**config.mk**
```make
export PLATFORM = sky130hd
export DESIGN_NAME = up_counter
export DESIGN_NICKNAME = d
export VERILOG_FILES = /design/src/rtl/up_counter_pkg.sv /design/src/rtl/up_counter_tff.sv /design/src/rtl/up_counter.sv
export SDC_FILE = /design/constraint.sdc
export NUM_CORES = 1
export LEC_CHECK = 0
export CORE_AREA = 5 5 42 44
export DETAILED_ROUTE_END_ITERATION = 8
export DIE_AREA = 0 0 47 49
export PLACE_DENSITY = 0.57
export SYNTH_ARGS = -nofsm -noshare
export SYNTH_HDL_FRONTEND = slang
export SYNTH_SLANG_ARGS = --single-unit
```
**constraint.sdc**
```tcl
create_clock -name clk -period 1.3 [get_ports clk]
set_input_delay 0.39 -clock clk [delete_from_list [all_inputs] [get_ports clk]]
set_output_delay 0.39 -clock clk [all_outputs]
set_load 0.05 [all_outputs]
```
**src/rtl/up_counter_pkg.sv**
```systemverilog
`default_nettype none
// ============================================================================
// Module : up_counter_pkg
// Brief  : Shared defaults and the count_t type for the up_counter slice.
// Rev    : 1.0  initial release
// ============================================================================
package up_counter_pkg;

  localparam int c_def_width   = 4;
  localparam int c_def_max_val = 15;

  typedef logic [c_def_width-1:0] count_t;

endpackage : up_counter_pkg
`default_nettype wire

```
**src/rtl/up_counter_tff.sv**
```systemverilog
`default_nettype none
// ============================================================================
// Module : tff_sync
// Brief  : Synchronous-reset toggle flip-flop with a parallel-load override.
// Rev    : 1.0  initial release
// ============================================================================
module tff_sync
  import up_counter_pkg::*;
(
  input  logic clk,
  input  logic rst,
  input  logic t,
  input  logic ld,
  input  logic ld_d,
  output logic q,
  output logic qbar
);

  logic r_q;

  // Load beats toggle so the parent can force any value (wrap, clamp, load).
  always_ff @(posedge clk) begin
    if (rst) begin
      r_q <= 1'b0;
    end else if (ld) begin
      r_q <= ld_d;
    end else if (t) begin
      r_q <= ~r_q;
    end
  end

  assign q    = r_q;
  assign qbar = ~r_q;

endmodule : tff_sync
`default_nettype wire

```
**src/rtl/up_counter.sv**
```systemverilog
`default_nettype none
// ============================================================================
// Module : up_counter
// Brief  : Loadable synchronous up counter built from toggle flip-flops.
//          Define UP_COUNTER_SAT_EN to saturate at MAX_VAL instead of wrapping.
// Rev    : 1.0  initial release
// ============================================================================
module up_counter
  import up_counter_pkg::*;
#(
  parameter int WIDTH   = c_def_width,
  parameter int MAX_VAL = c_def_max_val
) (
  input  logic             clk,
  input  logic             rst,
  input  logic             en,
  input  logic             load,
  input  logic [WIDTH-1:0] load_val,
  output logic [WIDTH-1:0] count,
  output logic [WIDTH-1:0] countbar,
  output logic             tc,
  output logic             wrap
);

  localparam logic [WIDTH-1:0] c_max = WIDTH'(MAX_VAL);

  logic [WIDTH-1:0] w_q;
  logic [WIDTH-1:0] w_qbar;
  logic [WIDTH-1:0] w_carry;
  logic [WIDTH-1:0] w_load_clamped;
  logic [WIDTH-1:0] w_term_val;
  logic [WIDTH-1:0] w_ld_d;
  logic             w_tc;
  logic             w_term_step;
  logic             w_ld;
  logic             w_wrap_next;
  logic             r_wrap;

  assign w_tc           = (w_q == c_max);
  assign w_load_clamped = (load_val > c_max) ? c_max : load_val;

  // Counting past MAX_VAL is handled as a forced load, since MAX_VAL need not
  // be the natural 2^WIDTH-1 rollover point of the toggle chain.
  assign w_term_step = en & ~load & w_tc;

`ifdef UP_COUNTER_SAT_EN
  assign w_term_val  = c_max;
  assign w_wrap_next = 1'b0;
`else
  assign w_term_val  = '0;
  assign w_wrap_next = w_term_step;
`endif

  assign w_ld   = load | w_term_step;
  assign w_ld_d = load ? w_load_clamped : w_term_val;

  generate
    for (genvar gi = 0; gi < WIDTH; gi++) begin : g_bit
      if (gi == 0) begin : g_lsb
        assign w_carry[gi] = en;
      end else begin : g_upper
        assign w_carry[gi] = w_carry[gi-1] & w_q[gi-1];
      end

      tff_sync u_tff (
        .clk  (clk),
        .rst  (rst),
        .t    (w_carry[gi]),
        .ld   (w_ld),
        .ld_d (w_ld_d[gi]),
        .q    (w_q[gi]),
        .qbar (w_qbar[gi])
      );
    end
  endgenerate

  always_ff @(posedge clk) begin
    if (rst) begin
      r_wrap <= 1'b0;
    end else begin
      r_wrap <= w_wrap_next;
    end
  end

  assign count    = w_q;
  assign countbar = w_qbar;
  assign tc       = w_tc;
  assign wrap     = r_wrap;

endmodule : up_counter
`default_nettype wire
```
==> flow_summary.yaml <==
setup_path:
  critPathSlowestCell: "dfxtp_2"
  cp_max_fo: 2
  endpoint_kind: "primary output"
  max_stage_delay_ns: 0.35
  ff2ff_path_depth: 5
  cp_data_arrival_time_ns: 1.15
  r2r_start: "g_bit[3].u_tff.q$_SDFFE_PP0P_"
  crit_type: "reg2out"
  r2r-end: "wrap$_SDFF_PP0_"
  start_kind: "register"
  cp_cell_sequence: "inv_4, nor4_4, buf_12"
  crit_required_ns: 0.91
  rrSetupSlack_ns: 0.11
sta:
  slew_headroom_pct: 80.1
  fin_setup_tns_ns: -0.312
  hold_viol_final: 0
  slew_violations: 0
  period_minus_slack_ns: 1.54
  worst_slew_pin_slew_ns: 0.297
  rsz0062_at_grt: "true"
  max_freq_ghz: 0.651
  post-route-period-util_pct: 118
  finalClockSkew_ns: 0.000275
  setup_violations: 3
  setup_slack_ns: -0.237
  hold_ws_ns: 0.538
clocking:
  cts_root_buffer: "clkbuf_4"
  clk_latency_ns: 0.24
  clk_pin_slew_ns: 0.04
  htree_levels: 1
  cts.path.max_buffers: 2
  cts.sinks: 5
  cts_made_buffers: 3
  cts_tree: "done"
  cts_hold_buf: 0
grt:
  antenna_found_initial: 0
  grtUsageMet2_pct: 12.0
  grt_max_degree: 9
  grt_busiest_layer: "met2"
  grt_overflow: 0
  met1_usage_pct: 7.49
  grt_util_all_layers_pct: 7.89
  grtUsageMet3_pct: 4.80
  grt_pass1_wl_mm: 1.21
  grt_pass1_vias: 296
finish:
  fill_cells: 141
  multi_input_area_um2: 131
  seq_area_um2: 110
  syn_to_final_growth_pct: 120
  n_antenna_cell: 0
  final_layout_size_suffix_gt1_share_pct: 55.6
  fin_nets: 72
synth:
  yosysMostFrequentCell: "buf_4"
  yosys.area.top_type: "dfxtp_1"
  syn_nets: 46
  synth.ff_latch_count: 5
  avgSynthCellArea_um2: 8.43
  synth_edf_count: 0
  synthTopCellsByCount: "8 x buf_4, 5 x dfxtp_1, 3 x a21oi_1, 3 x inv_1"
  synth-seq-area-share_pct: 31.3
  netlist_instances: 38
  synth_top_cell_area_share_pct: 31.3
  async_flop_share_pct: 0
  synthFlopType: "dfxtp_1"
  synth_cell_types: 19
  synth_area_leaders: "dfxtp_1 31%, buf_4 19%, nor4_4 6.6%, xnor2_1 5.5%, a21oi_1 4.7%"
  synth_area_um2: 320
  yosys_warnings: 0
power_and_ir_drop:
  p_int_w: 0.000430
  p_leak_nw: 0.327
  swShare_pct: 31.9
  vdd.ir_drop.worst_mv: 0.451
  p_per_area_nw_per_um2: 897
  power_switching_w: 0.000202
  p_clk_share_pct: 27.9
  pwr-share-seq_pct: 27.5
  combPwrFrac_pct: 44.6
floorplan:
  fp.dieW_um: 47
  num_rows: 14
  dieHeight_um: 49
  core-area_um2: 1400
  num_io_pins: 18
  initial_utilization_pct: 22.9
  dieArea_um2: 2300
placed_design:
  gp_congestion: 0.664
  dp_hpwl_um: 612
  portBuffers: 17
detailed_routing:
  firstDrtPassIters: 3
  via_count: 328
  drt-initial-drc-count: 1
  via_per_inst: 4.15
  wl_per_cell_um: 9.54
  ant_nets: 0
  drt_wl_total_um: 754
  drcViolationCount: 0
outcome:
  violations: "setup timing"
  outcome: "complete, but fails checks"
job:
  maxCapViolCount: 0
worst_hold_path:
  hold_class: "in2reg"
  hold_depth: 2
  hp-start: "en"
  holdPathEnd: "wrap$_SDFF_PP0_"
[area by class of cell]
class | count | area share, %
flip-flops and latches | 5 | 15.6
multi-input cells | 18 | 18.7
inverters | 6 | 3.91
repair buffers | 30 | 55.2
clock buffers | 4 | 3.73
well taps | 16 | 2.84
[metrics by stage]
step	cells	power, W	worst slack (ns)	util [%]	cell area, µm²
2_1_floorplan	38	0.000317	-0.146	-	325
3_3_place_gp	71	0.000437	-0.197	44.2	619
3_5_place_dp	71	0.000438	-0.211	44.2	619
4_1_cts	78	0.000634	-0.251	48.3	677
5_1_grt	79	0.000670	-0.289	50.3	704
6_report	79	0.000632	-0.237	50.3	704
[worst max path at each step]
stage	startpoint	end	slack (ns)	cells after the start
detailed placement	en	g_bit[3].u_tff.q$_SDFFE_PP0P_	-0.21	4
global placement	en	g_bit[3].u_tff.q$_SDFFE_PP0P_	-0.20	4
global route	g_bit[3].u_tff.q$_SDFFE_PP0P_	tc	-0.29	3
finish	g_bit[3].u_tff.q$_SDFFE_PP0P_	tc	-0.24	3
floorplan	g_bit[3].u_tff.q$_SDFFE_PP0P_	tc	-0.15	2
CTS	g_bit[1].u_tff.q$_SDFFE_PP0P_	tc	-0.25	3
[critical path: cells and delay by family, from the launching register on]
family,cells,cell delay (ns)
and+or+nand+nor,1,0.34
buffers and inverters,2,0.22
DFF,1,0.35
[cells by family after synthesis]
group                  synth area share [%]
AO/OA/AOI/OAI                          12.1
XOR/XNOR                               8.20
buffers and inverters                  27.7
AND/OR/NAND/NOR                        17.6
flip-flops                             31.3
multiplexers                           3.13
[placed cells by master (no fill, tap or decap), types with 2 or more instances in the layout]
master	Yosys	layout
clkdlybuf4s50_1	0	6
xnor2_1	2	2
buf_4	8	8
inv_4	1	2
inv_2	2	2
o21a_1	2	2
inv_1	3	2
a21oi_1	3	3
nor2_1	2	2
buf_6	0	5
dfxtp_4	0	2
clkbuf_4	0	3
dfxtp_2	0	2
buf_12	0	10
[registers in the layout, summed over array words and instances (netlist names)]
| signal | cells |
|---|---|
| g_bit.u_tff.q | 4 |
| wrap | 1 |
[per-layer routing]
layer / vias to the layer above / wire length (µm) / share of wire, %
met5: - / 0 / 0
met4: 0 / 16 / 2.1
met3: 2 / 75 / 9.9
met2: 13 / 405 / 54
met1: 148 / 256 / 34
li1: 165 / - / -
[power groups by stage]
stage / Combinational, W / Clock (W) / Sequential [W]
finish: 0.000282 / 0.000176 / 0.000174
global route: 0.000296 / 0.000200 / 0.000174
CTS: 0.000275 / 0.000186 / 0.000174
detailed placement: 0.000264 / 0 / 0.000174
global placement: 0.000263 / 0 / 0.000174
floorplan: 0.000138 / 0 / 0.000179
[what timing repair did]
item / in CTS / in global routing
pin swaps: 1 / 2
buffers inserted: 3 / 3
gates resized for setup: 5 / 7
setup endpoints to repair: 2 / 8
Power figures use the tool's default switching activity.
==> patch (config.mk and constraints unchanged) <==
Register the input `load` before use. The logic sees it one clock later. The other inputs are not delayed to match.
--- a/src/rtl/up_counter.sv
+++ b/src/rtl/up_counter.sv
@@ -26,2 +26,8 @@
 
+  logic load_q;
+
+  always_ff @(posedge clk) begin
+    load_q <= load;
+  end
+
   logic [WIDTH-1:0] w_q;
@@ -43,3 +49,3 @@
   // be the natural 2^WIDTH-1 rollover point of the toggle chain.
-  assign w_term_step = en & ~load & w_tc;
+  assign w_term_step = en & ~load_q & w_tc;
 
@@ -53,4 +59,4 @@
 
-  assign w_ld   = load | w_term_step;
-  assign w_ld_d = load ? w_load_clamped : w_term_val;
+  assign w_ld   = load_q | w_term_step;
+  assign w_ld_d = load_q ? w_load_clamped : w_term_val;
 
Check against the original RTL: not equivalent (Yosys sat finds a counterexample within 4 cycles, from zero or initial values and one cycle with rst high).
==> patch against the unedited design <==
- critical path depth unchanged
- sequential cell count increased by 1
- area after synthesis rose by 5.5%
- core utilization decreased by 1.2 points
- the run still ends with negative setup slack left
- wire length up 8.2%
- worst setup slack got worse by 0.026 ns
- power is 5.7% higher
- largest power group unchanged
- final area down 2.3%
- highest routed layer unchanged
==> patch: results (changes against the unedited design) <==
[cells_and_area]
largest_reg_flops = 4  ; unchanged
drive_above_1_share_pct = 49.2  ; -6.4 points
areaGrowthSynthToFinish_pct = 104
n_fill_cell = 134  ; -5.0%
layout.cells.non_filler = 77  ; -2.5%
final_nets = 70  ; -2.8%
antennaDiodeCount = 0  ; unchanged

[drt]
drt_iter0_drc = 8  ; +7
dr.pass1.iters = 4  ; +1
wire_per_inst_um = 10.6  ; +11%
vias_per_cell = 4.30  ; +3.5%

[global_routing]
grt_use_met2_pct = 11.3  ; -0.68 points
grt_pass1_vias = 319  ; +7.8%
grt_util_met3_pct = 2.21  ; -2.6 points
grt_max_degree = 9  ; unchanged
gr-usage-all-layers_pct = 7.33  ; -0.56 points
grt_pass1_wl_um = 1240  ; +2.3%
grtUsageMet1_pct = 8.59  ; +1.1 points
antenna_found_initial = 0  ; unchanged

[critical_path]
cp_max_fo = 2  ; unchanged
max_stage_delay_ns = 0.35  ; about the same
critical_path.slowest_cell = dfxtp_4
critPathLaunchType = flip-flop
crit_family = flip-flops
critPathArrivalTime_ns = 1.17  ; +0.02 ns

[synth]
synth.distinct_cells = 18  ; -1
synth_warnings = 0  ; unchanged
syn_nets = 47  ; +2.2%
synth_cells = 39  ; +2.6%
yosys-top-cells-count = buf_4, dfxtp_1, inv_1
netlist_top_cells_area = dfxtp_1, buf_4, nor4_4, xnor2_1, a21oi_1
ys_seq_area_share_pct = 35.6  ; +4.3 points
async_reset_ff_share_pct = 0  ; unchanged
synth_most_common_cell = buf_4

[timing]
worst_pin_slew_ns = 0.303  ; +0.00638 ns
postLayoutSetupSlackWorst_ns = -0.262  ; -0.0256 ns
hold_violations = 0  ; unchanged
setup_violations = 2  ; -1
skew_ns = 0.0129  ; +0.0126 ns
setup_tns_ns = -0.367  ; -0.0546 ns

[power_and_ir_drop]
power_leakage_uw = 0.000318  ; -2.7%
p_int_uw = 452  ; +5.1%
peakVddDrop_mv = 0.513  ; +14%

[clock_network]
clock_latency_ns = 0.25
cts_root_buffer = clkbuf_4
cts-buffers-inserted = 3  ; unchanged
clock_path_buffers = 2  ; unchanged
cts.clk_slew.worst_paths_ns = 0.06  ; +0.02 ns
cts_hold_buf = 0  ; unchanged
cts_htree_levels = 1  ; unchanged

[status]
violations = negative setup slack
status = finished with violations

[placed_design]
port_buffers = 17  ; unchanged
dp_cells = 71  ; unchanged
hpwl_um = 625  ; +2.2%
place_area_um2 = 631  ; +1.8%
place_ws_ns = -0.238  ; -0.0274 ns
routabilityCongestion = 0.720  ; +8.5%

[min_path]
min-delay-path-class = primary input to flip-flop

patch: cell count changes in the layout (fill, tap and decap cells not counted), sizes merged:
cell and delta:
dfxtp +1, buf -3
patch: area by class of cell:
cell class                 count  area (µm²)  share of cell area (%)
timing repair buffer          27         359                    52.2
multi-input combinational     18         131                    19.1
sequential                     6         126                    18.4
clock buffer                   4        26.3                    3.82
inverter                       6        25.0                    3.64
tap                           16        20.0                    2.91
patch: worst paths after layout:
check,from,cells after the start,slack [ns],to
worst max-delay path,g_bit[0].u_tff.q,3,-0.26,tc
worst min-delay path,en,2,0.54,wrap
worst max register to register,g_bit[0].u_tff.q,5,0.12,wrap
worst min register to register,load_q,1,0.62,g_bit[1].u_tff.q
patch: routing by layer:
metal	vias up	routed length, µm	part of all wire [%]
met4	0	24	2.9
met1	149	304	37
li1	160	-	-
met2	18	408	50
met5	-	0	0
met3	4	78	9.6
patch: timing repair:
action                                  in CTS  in global routing
pin swaps                                    1                  1
gates resized for setup                      3                  4
setup buffers                                2                  3
hold endpoints to repair                     0                  0
endpoints found under the setup margin       3                  6
gates cloned                                 0                  0
patch: logic make-up after synthesis:
kind of cell	synth area share [%]
buf+inv	25.6
xor+xnor	7.78
simple gates	16.7
mux	2.96
compound gates	11.5
flops	35.6
patch: power groups by stage:
stage / clock [µW] / combinational (µW) / sequential, µW
after detailed placement: 0 / 260 / 210
after CTS: 192 / 266 / 207
after global placement: 0 / 257 / 210
final: 191 / 269 / 208
after floorplan: 0 / 138 / 212
after global routing: 206 / 280 / 210
